[config.mk]
export PLATFORM = sky130hd
export DESIGN_NAME = seq_window_streamer
export DESIGN_NICKNAME = d
export VERILOG_FILES = /design/src/rtl/seq_window_streamer.sv
export SDC_FILE = /design/constraint.sdc
export NUM_CORES = 1
export LEC_CHECK = 0
export CELL_PAD_IN_SITES_DETAIL_PLACEMENT = 1
export CELL_PAD_IN_SITES_GLOBAL_PLACEMENT = 2
export CORE_ASPECT_RATIO = 0.75
export CORE_MARGIN = 5
export CORE_UTILIZATION = 30
export DETAILED_ROUTE_END_ITERATION = 16
export MAX_ROUTING_LAYER = met4
export PLACE_DENSITY_LB_ADDON = 0.3
export SETUP_SLACK_MARGIN = 0.1
export SYNTH_ARGS = -nofsm -noshare
export SYNTH_HDL_FRONTEND = slang
export SYNTH_SLANG_ARGS = --single-unit
[constraint.sdc]
create_clock -name clk -period 5.85 [get_ports clk]
set_input_delay 0.585 -clock clk [delete_from_list [all_inputs] [get_ports clk]]
set_output_delay 0.585 -clock clk [all_outputs]
set_load 0.005 [all_outputs]
[src/rtl/seq_window_streamer.sv]
// Front-end that turns an ASCII nucleotide stream into overlapping 2-bit windows and
// sequences the control pulses for window_hasher, hash_table and stats.
module seq_window_streamer #(
    parameter int WINDOW_SIZE              = 128,
    parameter int KMER_SIZE                = 16,
    parameter int MAX_WINDOWS_IN_REFERENCE = 512,
    parameter int PULSE_CYCLES             = 2
) (
    input  logic        clk,
    input  logic        reset_seq_window_streamer_n,
    input  logic        seq_start,
    input  logic        is_reference,
    input  logic        char_valid,
    input  logic [7:0]  char_data,
    input  logic        char_last,
    output logic        char_ready,
    output logic [1:0]  window [0:WINDOW_SIZE-1],
    output logic [31:0] window_id,
    output logic        ready_for_hashing,
    input  logic        hashing_is_done,
    output logic        reset_window_hasher,
    output logic        reset_stats,
    output logic        is_insert,
    output logic        is_query,
    output logic        calculate_matched_window,
    output logic        seq_done,
    output logic        bad_char,
    output logic        overflow
);
    localparam int FW     = $clog2(WINDOW_SIZE + 1);
    localparam int IW     = $clog2(WINDOW_SIZE);
    localparam int PW     = $clog2(PULSE_CYCLES + 1);
    localparam int STRIDE = WINDOW_SIZE - KMER_SIZE + 1;
    localparam logic [FW-1:0] FILL_LAST  = FW'(WINDOW_SIZE - 1);
    localparam logic [FW-1:0] KMER_KEEP  = FW'(KMER_SIZE - 1);
    localparam logic [PW-1:0] PULSE_LAST = PW'(PULSE_CYCLES);
    localparam logic [31:0]   LAST_ID    = 32'(MAX_WINDOWS_IN_REFERENCE - 1);

    typedef enum logic [3:0] {
        ST_IDLE   = 4'd0,
        ST_SRST   = 4'd1,
        ST_FILL   = 4'd2,
        ST_DRAIN  = 4'd3,
        ST_HASH   = 4'd4,
        ST_COMMIT = 4'd5,
        ST_HRST   = 4'd6,
        ST_CALC   = 4'd7,
        ST_DONE   = 4'd8
    } state_t;

    // Bit 2 flags a legal uppercase nucleotide, bits 1:0 carry its code.
    function automatic logic [2:0] encode_nt(input logic [7:0] c);
        logic [2:0] r;
        case (c)
            8'h41:   r = 3'b100;
            8'h43:   r = 3'b101;
            8'h47:   r = 3'b110;
            8'h54:   r = 3'b111;
            default: r = 3'b000;
        endcase
        return r;
    endfunction

    state_t        state_q, state_d, end_state_s;
    logic [FW-1:0] fill_cnt_q, fill_cnt_d;
    logic [PW-1:0] pulse_cnt_q, pulse_cnt_d;
    logic [31:0]   window_id_q, window_id_d;
    logic          is_ref_q, is_ref_d, last_seen_q, last_seen_d;
    logic [1:0]    window_q [0:WINDOW_SIZE-1];
    logic [1:0]    window_d [0:WINDOW_SIZE-1];
    logic [2:0]    nt_s;
    logic          bad_char_d, overflow_d;
    logic          char_ready_q, rfh_q, rwh_q, rstats_q, insert_q, query_q, calc_q, done_q, bad_q, ovf_q;

    // Next-state and datapath update for the sequence controller.
    always_comb begin
        state_d     = state_q;
        fill_cnt_d  = fill_cnt_q;
        pulse_cnt_d = pulse_cnt_q;
        window_id_d = window_id_q;
        is_ref_d    = is_ref_q;
        last_seen_d = last_seen_q;
        window_d    = window_q;
        bad_char_d  = 1'b0;
        overflow_d  = 1'b0;
        nt_s        = encode_nt(char_data);
        end_state_s = is_ref_q ? ST_DONE : ST_CALC;
        case (state_q)
            ST_IDLE: begin
                if (seq_start) begin
                    is_ref_d    = is_reference;
                    window_id_d = 32'd0;
                    fill_cnt_d  = '0;
                    last_seen_d = 1'b0;
                    state_d     = ST_SRST;
                end else begin
                    state_d = ST_IDLE;
                end
            end
            ST_SRST, ST_HRST, ST_CALC: begin
                if (pulse_cnt_q == PULSE_LAST) begin
                    state_d = (state_q == ST_CALC) ? ST_DONE : ST_FILL;
                end else begin
                    pulse_cnt_d = pulse_cnt_q + PW'(1);
                end
            end
            ST_FILL: begin
                if (char_valid && nt_s[2]) begin
                    window_d[fill_cnt_q[IW-1:0]] = nt_s[1:0];
                    fill_cnt_d = fill_cnt_q + FW'(1);
                    if (fill_cnt_q == FILL_LAST) begin
                        last_seen_d = char_last;
                        state_d     = ST_HASH;
                    end else if (char_last) begin
                        state_d = end_state_s;
                    end else begin
                        state_d = ST_FILL;
                    end
                end else if (char_valid) begin
                    bad_char_d = 1'b1;
                    state_d    = char_last ? end_state_s : ST_DRAIN;
                end else begin
                    state_d = ST_FILL;
                end
            end
            ST_DRAIN: begin
                if (char_valid && char_last) begin
                    state_d = end_state_s;
                end else begin
                    state_d = ST_DRAIN;
                end
            end
            ST_HASH: begin
                if (hashing_is_done) begin
                    state_d = ST_COMMIT;
                end else begin
                    state_d = ST_HASH;
                end
            end
            ST_COMMIT: begin
                if (pulse_cnt_q != PULSE_LAST) begin
                    pulse_cnt_d = pulse_cnt_q + PW'(1);
                end else if (last_seen_q) begin
                    state_d = end_state_s;
                end else if (window_id_q == LAST_ID) begin
                    overflow_d = 1'b1;
                    state_d    = ST_DRAIN;
                end else begin
                    // Carry the k-1 overlap to the head of the next window.
                    for (int i = 0; i < KMER_SIZE - 1; i++) begin
                        window_d[IW'(i)] = window_q[IW'(i + STRIDE)];
                    end
                    window_id_d = window_id_q + 32'd1;
                    fill_cnt_d  = KMER_KEEP;
                    state_d     = ST_HRST;
                end
            end
            ST_DONE: state_d = ST_IDLE;
            default: state_d = ST_IDLE;
        endcase
        if (state_d != state_q) begin
            pulse_cnt_d = PW'(1);
        end else begin
            pulse_cnt_d = pulse_cnt_d;
        end
    end

    // State, datapath and output registers; outputs follow the state being entered.
    always_ff @(posedge clk) begin
        if (!reset_seq_window_streamer_n) begin
            state_q      <= ST_IDLE;
            fill_cnt_q   <= '0;
            pulse_cnt_q  <= '0;
            window_id_q  <= 32'd0;
            is_ref_q     <= 1'b0;
            last_seen_q  <= 1'b0;
            window_q     <= '{default: 2'b00};
            char_ready_q <= 1'b0;
            rfh_q        <= 1'b0;
            rwh_q        <= 1'b0;
            rstats_q     <= 1'b0;
            insert_q     <= 1'b0;
            query_q      <= 1'b0;
            calc_q       <= 1'b0;
            done_q       <= 1'b0;
            bad_q        <= 1'b0;
            ovf_q        <= 1'b0;
        end else begin
            state_q      <= state_d;
            fill_cnt_q   <= fill_cnt_d;
            pulse_cnt_q  <= pulse_cnt_d;
            window_id_q  <= window_id_d;
            is_ref_q     <= is_ref_d;
            last_seen_q  <= last_seen_d;
            window_q     <= window_d;
            char_ready_q <= (state_d == ST_FILL) || (state_d == ST_DRAIN);
            rfh_q        <= (state_d == ST_HASH);
            rwh_q        <= (state_d == ST_SRST) || (state_d == ST_HRST);
            rstats_q     <= (state_d == ST_SRST);
            insert_q     <= (state_d == ST_COMMIT) && is_ref_d;
            query_q      <= (state_d == ST_COMMIT) && !is_ref_d;
            calc_q       <= (state_d == ST_CALC);
            done_q       <= (state_d == ST_DONE);
            bad_q        <= bad_char_d;
            ovf_q        <= overflow_d;
        end
    end

    assign char_ready               = char_ready_q;
    assign window                   = window_q;
    assign window_id                = window_id_q;
    assign ready_for_hashing        = rfh_q;
    assign reset_window_hasher      = rwh_q;
    assign reset_stats              = rstats_q;
    assign is_insert                = insert_q;
    assign is_query                 = query_q;
    assign calculate_matched_window = calc_q;
    assign seq_done                 = done_q;
    assign bad_char                 = bad_q;
    assign overflow                 = ovf_q;
endmodule

==> results of run 1 <==
## final cells by class
| class | instances | area share, % |
|---|---|---|
| inverter | 15 | 0.343 |
| timing repair buffer | 343 | 18.8 |
| tap | 578 | 4.05 |
| clock buffer | 57 | 6.45 |
| clock inverter | 7 | 0.252 |
| multi-input combinational | 1212 | 34.9 |
| sequential | 314 | 35.2 |
## per-layer routing
layer  global-route usage [%]  wire length [um]  up-vias
met1                     26.7             22800     6395
met2                     32.1             22700      308
li1                         -                 -     6319
met4                     4.15               901        0
met5                        -                 0        -
met3                     4.83              3060       63
## where the power goes
part           total [mW]  internal (mW)  leakage [nW]  switching, mW
Sequential           2.15           2.14          2.53        0.00870
Combinational       0.126         0.0372          2.40         0.0884
Clock                2.30           1.36         0.593          0.940
Total                4.57           3.54          5.52           1.04
## flip-flops by register name, summed over array words and instances (netlist names), 2 cells and up
name         cells
fill_cnt_q       8
pulse_cnt_q      2
state_q          4
window         256
window_id       32
## through the flow
| step | cells | utilization, % | hold slack, ns | total power, mW |
|---|---|---|---|---|
| detailed placement | 2462 | 38.6 | 0.447 | 2.33 |
| global placement | 2462 | 38.6 | 0.442 | 2.32 |
| floorplan | 1689 | - | 0.453 | 2.28 |
| CTS | 2526 | 41.4 | 0.456 | 4.65 |
| global route | 2526 | 41.4 | 0.472 | 4.74 |
| finish | 2526 | 41.4 | 0.453 | 4.57 |
## cell families after synthesis
logic type      after synthesis  share of synthesized area [%]
xor+xnor                     31                           2.08
mux                           6                          0.479
simple gates                820                           28.9
compound gates              352                           15.1
fa+ha+maj                     3                          0.288
buf+inv                     163                           5.01
flops                       314                           48.2
## final timing paths
check                  end          from
max reg2reg  fill_cnt_q[5]    state_q[2]
max            window[176]  char_data[5]
min             window[63]    window[63]
min reg2reg     window[63]    window[63]
## layout by cell type (no fill, tap or decap), drive strengths merged, types with 7 or more instances in the layout
master,n
clkdlybuf4s50,312
or3,7
dfxtp,314
buf,31
nor3,14
nor4,17
nand3,277
a2111oi,9
o21ai,42
a211oi,16
nand3b,9
xnor2,27
nand2,372
nor2,79
o22ai,15
clkbuf,57
inv,17
a21oi,241
nand4,11
## worst max-delay path: stages
cell and delay (ns):
clkdlybuf4s50_1 0.41, nor4b_2 0.73, a21boi_4 1.11, buf_4 0.63, nand3_1 0.15, a21oi_1 0.17
==> impl_results.md, run 1 <==
- FMAX: 298 MHz
- RD Place Congestion: 0.825
- CTS tree: yes
- Leading post-synthesis cells by instance count: nand2_1, dfxtp_1, nand3_1
- Final worst slack: 2.50 ns
- I/O Buffers: 312
- Core ar.: 0.0432 sq mm
- Worst-Skew Late Latency: 0.53 ns
- Share of layout cells above drive strength 1: 6.37%
- Yosys cell types: 63
- Ys async rst share: 0%
- Initial drt markers: 694
- Final-report max-slew violation count: 0
- DR DRC count: 0
- WL/cell: 19.6 um
- Part of the cycle the worst path needs: 57.3%
- Post-Synthesis Mean Instance Area: 7.73 sq um
- Pwr Density: 256 mW/mm^2
- Clock root buffer: clkbuf_16
- Dpl cell area: 0.0167 sq mm
- GR Util All Layers: 20.3%
- Die Ht: 191 um
- Post-CTS setup buffer count: 0
- Layout net count: 1,941
- Crit-path max FO: 47
- Layout area overhead: 37.0%
- Run status: complete, no violations
- Setup TNS Final: 0 ns
- Peak VDD IR: 0.157 mV
- Top_reg_cell synth: dfxtp_1
- Largest net degree at the start of global routing: 147
- Initial antenna violation count: 0
- Unrepaired setup endpoints after global routing: false
- Ports: 313
- Relative slew slack: 13.3%
- Final setup fails: 0
- Fin area: 0.0179 sq mm
- Flop2flop setup slack: 2.60 ns
- Antenna Nets Post-Route: 0
- Num rows: 66
- Post-DR vias/cell: 5.18
- Die Wd: 251 um
- Leading area contributor after synthesis: dfxtp_1
- Vias in the first global route: 13,000
- 1st-pass router iterations: 5
- # diodes: 0
- Crit path launch type: input pin
- Post-synthesis instance total: 1,689
- Crit end category: flip-flop
- Crit path time final: 3.35 ns
- Dpl ws: 1.87 ns
- Htree depth: 2
- Hold_buf cts: 0
- PostCTS Resize Cnt: 0
- Total gr overflow: 0
- Clock Sink Count: 314
- Initial Util: 30.2%
- Yosys reg bits: 314
- Post-synthesis sequential area ratio: 48.2%
- Yosys top cell area share: 48.2%
- Critical path type: input pin to flip-flop
- Arrival @ worst endpoint: 3.80 ns
- Clock skew: 0.0134 ns
- Worst r2r path cells: 6
- Syn_nets: 1,707
- Syn Std Cell Area: 0.0131 sq mm
- Reg area: 0.00629 sq mm
- Yosys warning count: 0
- Max-cap viol count: 0
- Count leader, synth: nand2_1
- Clock tree buffer depth: 3
- Leak: 5.52 nW
- Final hold vios: 0
- Post-synth EDFFs: 0
- CTS buffer count: 37
- Routed WL: 49,500 um
- Multi-input gate area: 0.00624 sq mm
- Vias: 13,100
- CTS clk-pin slew, worst paths: 0.06 ns
- Fill cells: 5,083
- Cells on Worst Hold Path: 2
- Actual slew at the worst max-slew pin: 1.30 ns
- DP Wirelength: 32,900 um
- Main area contributors after synthesis: dfxtp_1, nand2_1, nand3_1
- First-pass GRT wire length: 76,400 um
- Worst hold path type: flip-flop to flip-flop
- DIE AREA: 0.0478 sq mm
- CP required: 6.30 ns
(Power assumes the default switching activity.)
==> inputs of run 2 (changes only) <==
CORE_UTILIZATION = 28   (was 30)
clock period = 3.4 ns   (was 5.85 ns; I/O delays follow)
==> impl_results.md, run 2 (synthesis results as in run 1) <==
- Num rows: 68 (was 66)
- Arrival @ worst endpoint: 3.28 ns (was 3.80 ns)
- Critical path type: flip-flop to flip-flop (was input pin to flip-flop)
- DIE AREA: 0.0511 sq mm (was 0.0478 sq mm)
- Final worst slack: 0.543 ns (was 2.50 ns)
- Part of the cycle the worst path needs: 84.0%
- Fin area: 0.0182 sq mm (was 0.0179 sq mm)
- CP required: 3.82 ns (was 6.30 ns)
- Cells after DPL: 2,531 (was 2,462)
- Total gr overflow: 0 (unchanged)
- Crit end category: flip-flop (unchanged)
- Initial Util: 28.4% (was 30.2%)
- Clk pwr share: 51.0% (was 50.2%)
- Peak VDD IR: 0.338 mV (was 0.157 mV)
- Core ar.: 0.0460 sq mm (was 0.0432 sq mm)
- Die Wd: 259 um (was 251 um)
- Largest net degree at the start of global routing: 167 (was 147)
- DP Wirelength: 33,800 um (was 32,900 um)
- Worst path max stage delay: 0.64 ns (was 1.11 ns)
- Crit path launch type: flip-flop (was input pin)
- Final setup fails: 0 (unchanged)
- Largest register FFs: 256 (unchanged)
- Register share of total power: 46.2% (was 47.1%)
- Worst-Skew Late Latency: 0.52 ns (was 0.53 ns)
- Pint: 6.23 mW (was 3.54 mW)
- CTS buffer count: 37 (unchanged)
- Ports: 313 (unchanged)
- Combinational power share: 2.8% (was 2.7%)
- Crit-path max FO: 11 (was 47)
- Dpl ws: 0.484 ns (was 1.87 ns)
- Setup TNS Final: 0 ns (unchanged)
- Net Sw Power: 1.79 mW (was 1.04 mW)
- Hold_buf cts: 0 (unchanged)
- I/O Buffers: 312 (unchanged)
- Net Sw Frac: 22.3% (was 22.7%)
- Worst hold path type: flip-flop to flip-flop (unchanged)
- Pwr Density: 440 mW/mm^2 (was 256 mW/mm^2)
- RD Place Congestion: 0.798 (was 0.825)
- Vias in the first global route: 13,300 (was 13,000)
- Actual slew at the worst max-slew pin: 0.950 ns (was 1.30 ns)
- Clock root buffer: clkbuf_16 (unchanged)
- Clock Sink Count: 314 (unchanged)
- Antenna Nets Post-Route: 0 (unchanged)
- Die Ht: 197 um (was 191 um)
- Most frequent cells in the layout: nand2_1, dfxtp_1, clkdlybuf4s50_1 (unchanged)
- Initial drt markers: 648 (was 694)
- First-pass GRT wire length: 78,100 um (was 76,400 um)
- Routed WL: 50,400 um (was 49,500 um)
- Clock skew: 0.0185 ns (was 0.0134 ns)
- Relative slew slack: 36.6% (was 13.3%)
- Layout area overhead: 39.5% (was 37.0%)
- WL/cell: 19.4 um (was 19.6 um)
- Post-CTS setup buffer count: 0 (unchanged)
- Clock tree buffer depth: 3 (unchanged)
- WP buf/inv: 1 (was 2)
- Vias: 13,100 (about the same)
- Leak: 5.65 nW (was 5.52 nW)
- Run status: complete, no violations (unchanged)
- Htree depth: 2 (unchanged)
- Final-report max-slew violation count: 0 (unchanged)
- Final hold vios: 0 (unchanged)
- 1st-pass router iterations: 5 (unchanged)
- Crit path time final: 2.86 ns
- FMAX: 350 MHz
- Crit path max-delay family: simple AND/OR/NAND/NOR gates (was compound AO/OA/AOI/OAI gates)
- Fin cells: 2,596 (was 2,526)
- CTS tree: yes (unchanged)
- GR Util All Layers: 19.4% (was 20.3%)
- Layout net count: 1,958 (was 1,941)
- CP cell instances: ha_1 > nand2_1 > buf_4 > nand4b_1 > or4_4 > a211o_1 > or3_4 > o32ai_2 (was clkdlybuf4s50_1 > nor4b_2 > a21boi_4 > buf_4 > nand3_1 > a21oi_1)
- PostCTS Resize Cnt: 0 (unchanged)
- Max-cap viol count: 0 (unchanged)
- Dpl cell area: 0.0170 sq mm (was 0.0167 sq mm)
- Unrepaired setup endpoints after global routing: false (unchanged)
- Commonest non-fill, non-tap cell in the layout: nand2_1 (unchanged)
- Initial antenna violation count: 0 (unchanged)
- Post-DR vias/cell: 5.04 (was 5.18)
- Slowest cell on crit path: or4_4 (was a21boi_4)
- # diodes: 0 (unchanged)
- CTS clk-pin slew, worst paths: 0.06 ns (about the same)
- Share of layout cells above drive strength 1: 7.48% (was 6.37%)
- DR DRC count: 0 (unchanged)
run 2: cell types whose count changed in the layout (fill, tap and decap cells not counted), sizes merged:
cell      change
clkbuf        -6
buf          +17
clkinv        +6
clkinvlp      -1
inv           -1
bufinv        +3
run 2: metal layers:
metal | vias up | share of wire (%) | track usage (%) | wire length, um
li1 | 6338 | - | - | -
met1 | 6422 | 47 | 25.8 | 23700
met2 | 246 | 46 | 31.3 | 23300
met3 | 66 | 4.7 | 3.84 | 2360
met4 | 0 | 1.9 | 3.54 | 954
met5 | - | 0 | - | 0
run 2: final timing paths:
| kind | startpoint | to | slack (ns) | depth (start not counted) |
|---|---|---|---|---|
| max | window_id[0] | reset_window_hasher | 0.54 | 8 |
| min | window[168] | window[168] | 0.45 | 2 |
| max reg2reg | window_id[0] | reset_window_hasher | 0.54 | 8 |
| min reg2reg | window[168] | window[168] | 0.45 | 2 |
run 2: layout make-up:
type | count | area, sq um
clock inverters | 14 | 153
inverters | 15 | 61.3
flip-flops and latches | 314 | 6290
repair buffers | 360 | 3580
multi-input cells | 1212 | 6250
clock buffers | 51 | 1090
well taps | 630 | 788
fillers | 5413 | 27800
run 2: metrics by stage:
step / utilization, % / total power, mW / hold slack [ns]
finish: 39.6 / 8.02 / 0.453
global placement: 36.9 / 4.00 / 0.442
CTS: 39.6 / 8.16 / 0.456
floorplan: - / 3.92 / 0.453
detailed placement: 36.9 / 4.01 / 0.447
global route: 39.6 / 8.31 / 0.473
run 2: worst register-to-register path: stages (launching register included):
cell and delay [ns]:
dfxtp_1 0.40, ha_1 0.19, nand2_1 0.06, buf_4 0.18, nand4b_1 0.38, or4_4 0.64
a211o_1 0.35, or3_4 0.39, o32ai_2 0.19
run 2: power groups by stage:
| stage | clock (mW) | combinational, mW | sequential (mW) |
|---|---|---|---|
| floorplan | 0 | 0.140 | 3.78 |
| global placement | 0 | 0.217 | 3.78 |
| detailed placement | 0 | 0.222 | 3.79 |
| CTS | 4.23 | 0.223 | 3.70 |
| global route | 4.36 | 0.241 | 3.70 |
| finish | 4.09 | 0.222 | 3.70 |
==> inputs of run 3 (changes only) <==
CORE_UTILIZATION = 25   (was 28)
clock period = 2.6 ns   (was 3.4 ns; I/O delays follow)
==> impl_results.md, run 3 (synthesis results as in run 1) <==
- First-pass GRT wire length: 81,500 um (was 78,100 um)
- Dpl ws: -0.0463 ns (was 0.484 ns)
- Hold EP: window[219] (was window[168])
- Cells on Worst Hold Path: 2 (unchanged)
- Final-report max-slew violation count: 0 (unchanged)
- Commonest non-fill, non-tap cell in the layout: nand2_1 (unchanged)
- Flop2flop setup slack: 0.19 ns (was 0.54 ns)
- Final worst slack: 0.191 ns (was 0.543 ns)
- DIE AREA: 0.0569 sq mm (was 0.0511 sq mm)
- Vias: 13,200 (was 13,100)
- Largest net degree at the start of global routing: 133 (was 167)
- Crit path time final: 2.41 ns (was 2.86 ns)
- 1st-pass router iterations: 5 (unchanged)
- # diodes: 0 (unchanged)
- Arrival @ worst endpoint: 2.87 ns (was 3.28 ns)
- Part of the cycle the worst path needs: 92.6% (was 84.0%)
- Ports: 313 (unchanged)
- Actual slew at the worst max-slew pin: 0.712 ns (was 0.950 ns)
- Share of layout cells above drive strength 1: 10.4% (was 7.48%)
- WP buf/inv: 0 (was 1)
- Crit-path max FO: 5 (was 11)
- GR Util All Layers: 18.5% (was 19.4%)
- Peak VDD IR: 0.380 mV (was 0.338 mV)
- CTS tree: yes (unchanged)
- CP required: 3.06 ns (was 3.82 ns)
- RR Endpoint: char_ready (was reset_window_hasher)
- Initial drt markers: 702 (was 648)
- I/O Buffers: 312 (unchanged)
- Die Wd: 274 um (was 259 um)
- Num rows: 72 (was 68)
- CTS clk-pin slew, worst paths: 0.06 ns (about the same)
- Unrepaired setup endpoints after global routing: false (unchanged)
- Worst hold path type: flip-flop to flip-flop (unchanged)
- WHS: 0.452 ns (was 0.453 ns)
- Layout net count: 2,011 (was 1,958)
- WL/cell: 19.5 um (was 19.4 um)
- Antenna Nets Post-Route: 0 (unchanged)
- CTS buffer count: 37 (unchanged)
- RD Place Congestion: 0.819 (was 0.798)
- Crit end category: flip-flop (unchanged)
- Final Total Pwr: 10.4 mW (was 8.02 mW)
- Fill cells: 6,046 (was 5,413)
- Die Ht: 208 um (was 197 um)
- DP Wirelength: 36,300 um (was 33,800 um)
- Run status: complete, no violations (unchanged)
- Largest register FFs: 256 (unchanged)
- Most frequent cells in the layout: nand2_1, dfxtp_1, clkdlybuf4s50_1 (unchanged)
- Worst-Skew Late Latency: 0.54 ns (was 0.52 ns)
- Relative slew slack: 52.5% (was 36.6%)
- Clock skew: 0.0268 ns (was 0.0185 ns)
- DR DRC count: 0 (unchanged)
- Max-cap viol count: 0 (unchanged)
- Slowest cell on crit path: or4_4 (unchanged)
- Leak: 5.96 nW (was 5.65 nW)
- Clock Sink Count: 314 (unchanged)
- Worst r2r path cells: 6 (was 8)
- Initial antenna violation count: 1 (was 0)
- RR Startpoint: window_id[16] (was window_id[0])
- Clock root buffer: clkbuf_16 (unchanged)
- Crit path launch type: flip-flop (unchanged)
- Fin cells: 2,723 (was 2,596)
- Vias in the first global route: 13,500 (was 13,300)
- Core ar.: 0.0516 sq mm (was 0.0460 sq mm)
- Final hold vios: 0 (unchanged)
- FMAX: 415 MHz (was 350 MHz)
- Final setup fails: 0 (unchanged)
- Worst path max stage delay: 0.57 ns (was 0.64 ns)
- Htree depth: 2 (unchanged)
- Initial Util: 25.3% (was 28.4%)
- Cells after DPL: 2,656 (was 2,531)
- Clock tree buffer depth: 3 (unchanged)
- Critical path type: flip-flop to flip-flop (unchanged)
- Hold_buf cts: 0 (unchanged)
- Layout area overhead: 44.2% (was 39.5%)
- Post-DR vias/cell: 4.87 (was 5.04)
- CP cell instances: nor4_2 > nand3_1 > or4_4 > a211o_1 > or3_4 > and2b_2 (was ha_1 > nand2_1 > buf_4 > nand4b_1 > or4_4 > a211o_1 > or3_4 > o32ai_2)
- Pwr Density: 555 mW/mm^2 (was 440 mW/mm^2)
- Total gr overflow: 0 (unchanged)
- Routed WL: 53,100 um (was 50,400 um)
- Final Util: 36.5% (was 39.6%)
- Critical Path Source: window_id[16] (was window_id[0])
- Hold Crit Start: window[219] (was window[168])
- Crit path max-delay family: simple AND/OR/NAND/NOR gates (unchanged)
==> run 3: area by class of cell <==
cell class              instances  area, sq um  area share, %
clock buffers                  52         1080           5.75
clock inverters                14          128          0.678
inverters                      15         61.3          0.326
multi-input cells            1212         6300           33.5
flip-flops and latches        314         6290           33.4
well taps                     703          880           4.67
repair buffers                413         4080           21.7
==> run 3: routing by layer <==
layer | GRT usage [%] | wire [um] | up-vias
met2 | 29.5 | 24700 | 221
li1 | - | - | 6441
met1 | 24.3 | 24700 | 6530
met4 | 3.70 | 901 | 0
met5 | - | 0 | -
met3 | 4.09 | 2760 | 56
==> run 3: worst max path at each step <==
stage | end | slack (ns) | cells after the start
floorplan | reset_window_hasher | 0.23 | 7
global placement | reset_stats | -0.05 | 6
detailed placement | reset_stats | -0.05 | 6
CTS | char_ready | 0.11 | 6
global route | reset_window_hasher | 0.07 | 6
finish | char_ready | 0.19 | 6
==> run 3: timing repair <==
item	CTS	global route
endpoints found under the setup margin	18	40
resized for setup	2	16
setup buffers	1	0
pin swaps	3	4
==> run 3: report_power, final <==
part,internal (mW),leakage [nW],switching [mW]
combinational,0.103,2.82,0.218
sequential,4.82,2.53,0.0123
clock,3.10,0.610,2.18
==> run 3: per-stage QoR <==
stage                     TNS (ns)  cell area, sq um
after floorplan                  0             13100
after global placement     -0.0517             17500
after detailed placement    -0.100             17500
after CTS                        0             18800
after global routing             0             18800
final                            0             18800
==> run 3: tightest hold or removal path: stages, from the launching register on <==
cell     delay [ns]
dfxtp_1        0.30
nand2_1        0.05
a21oi_1        0.05
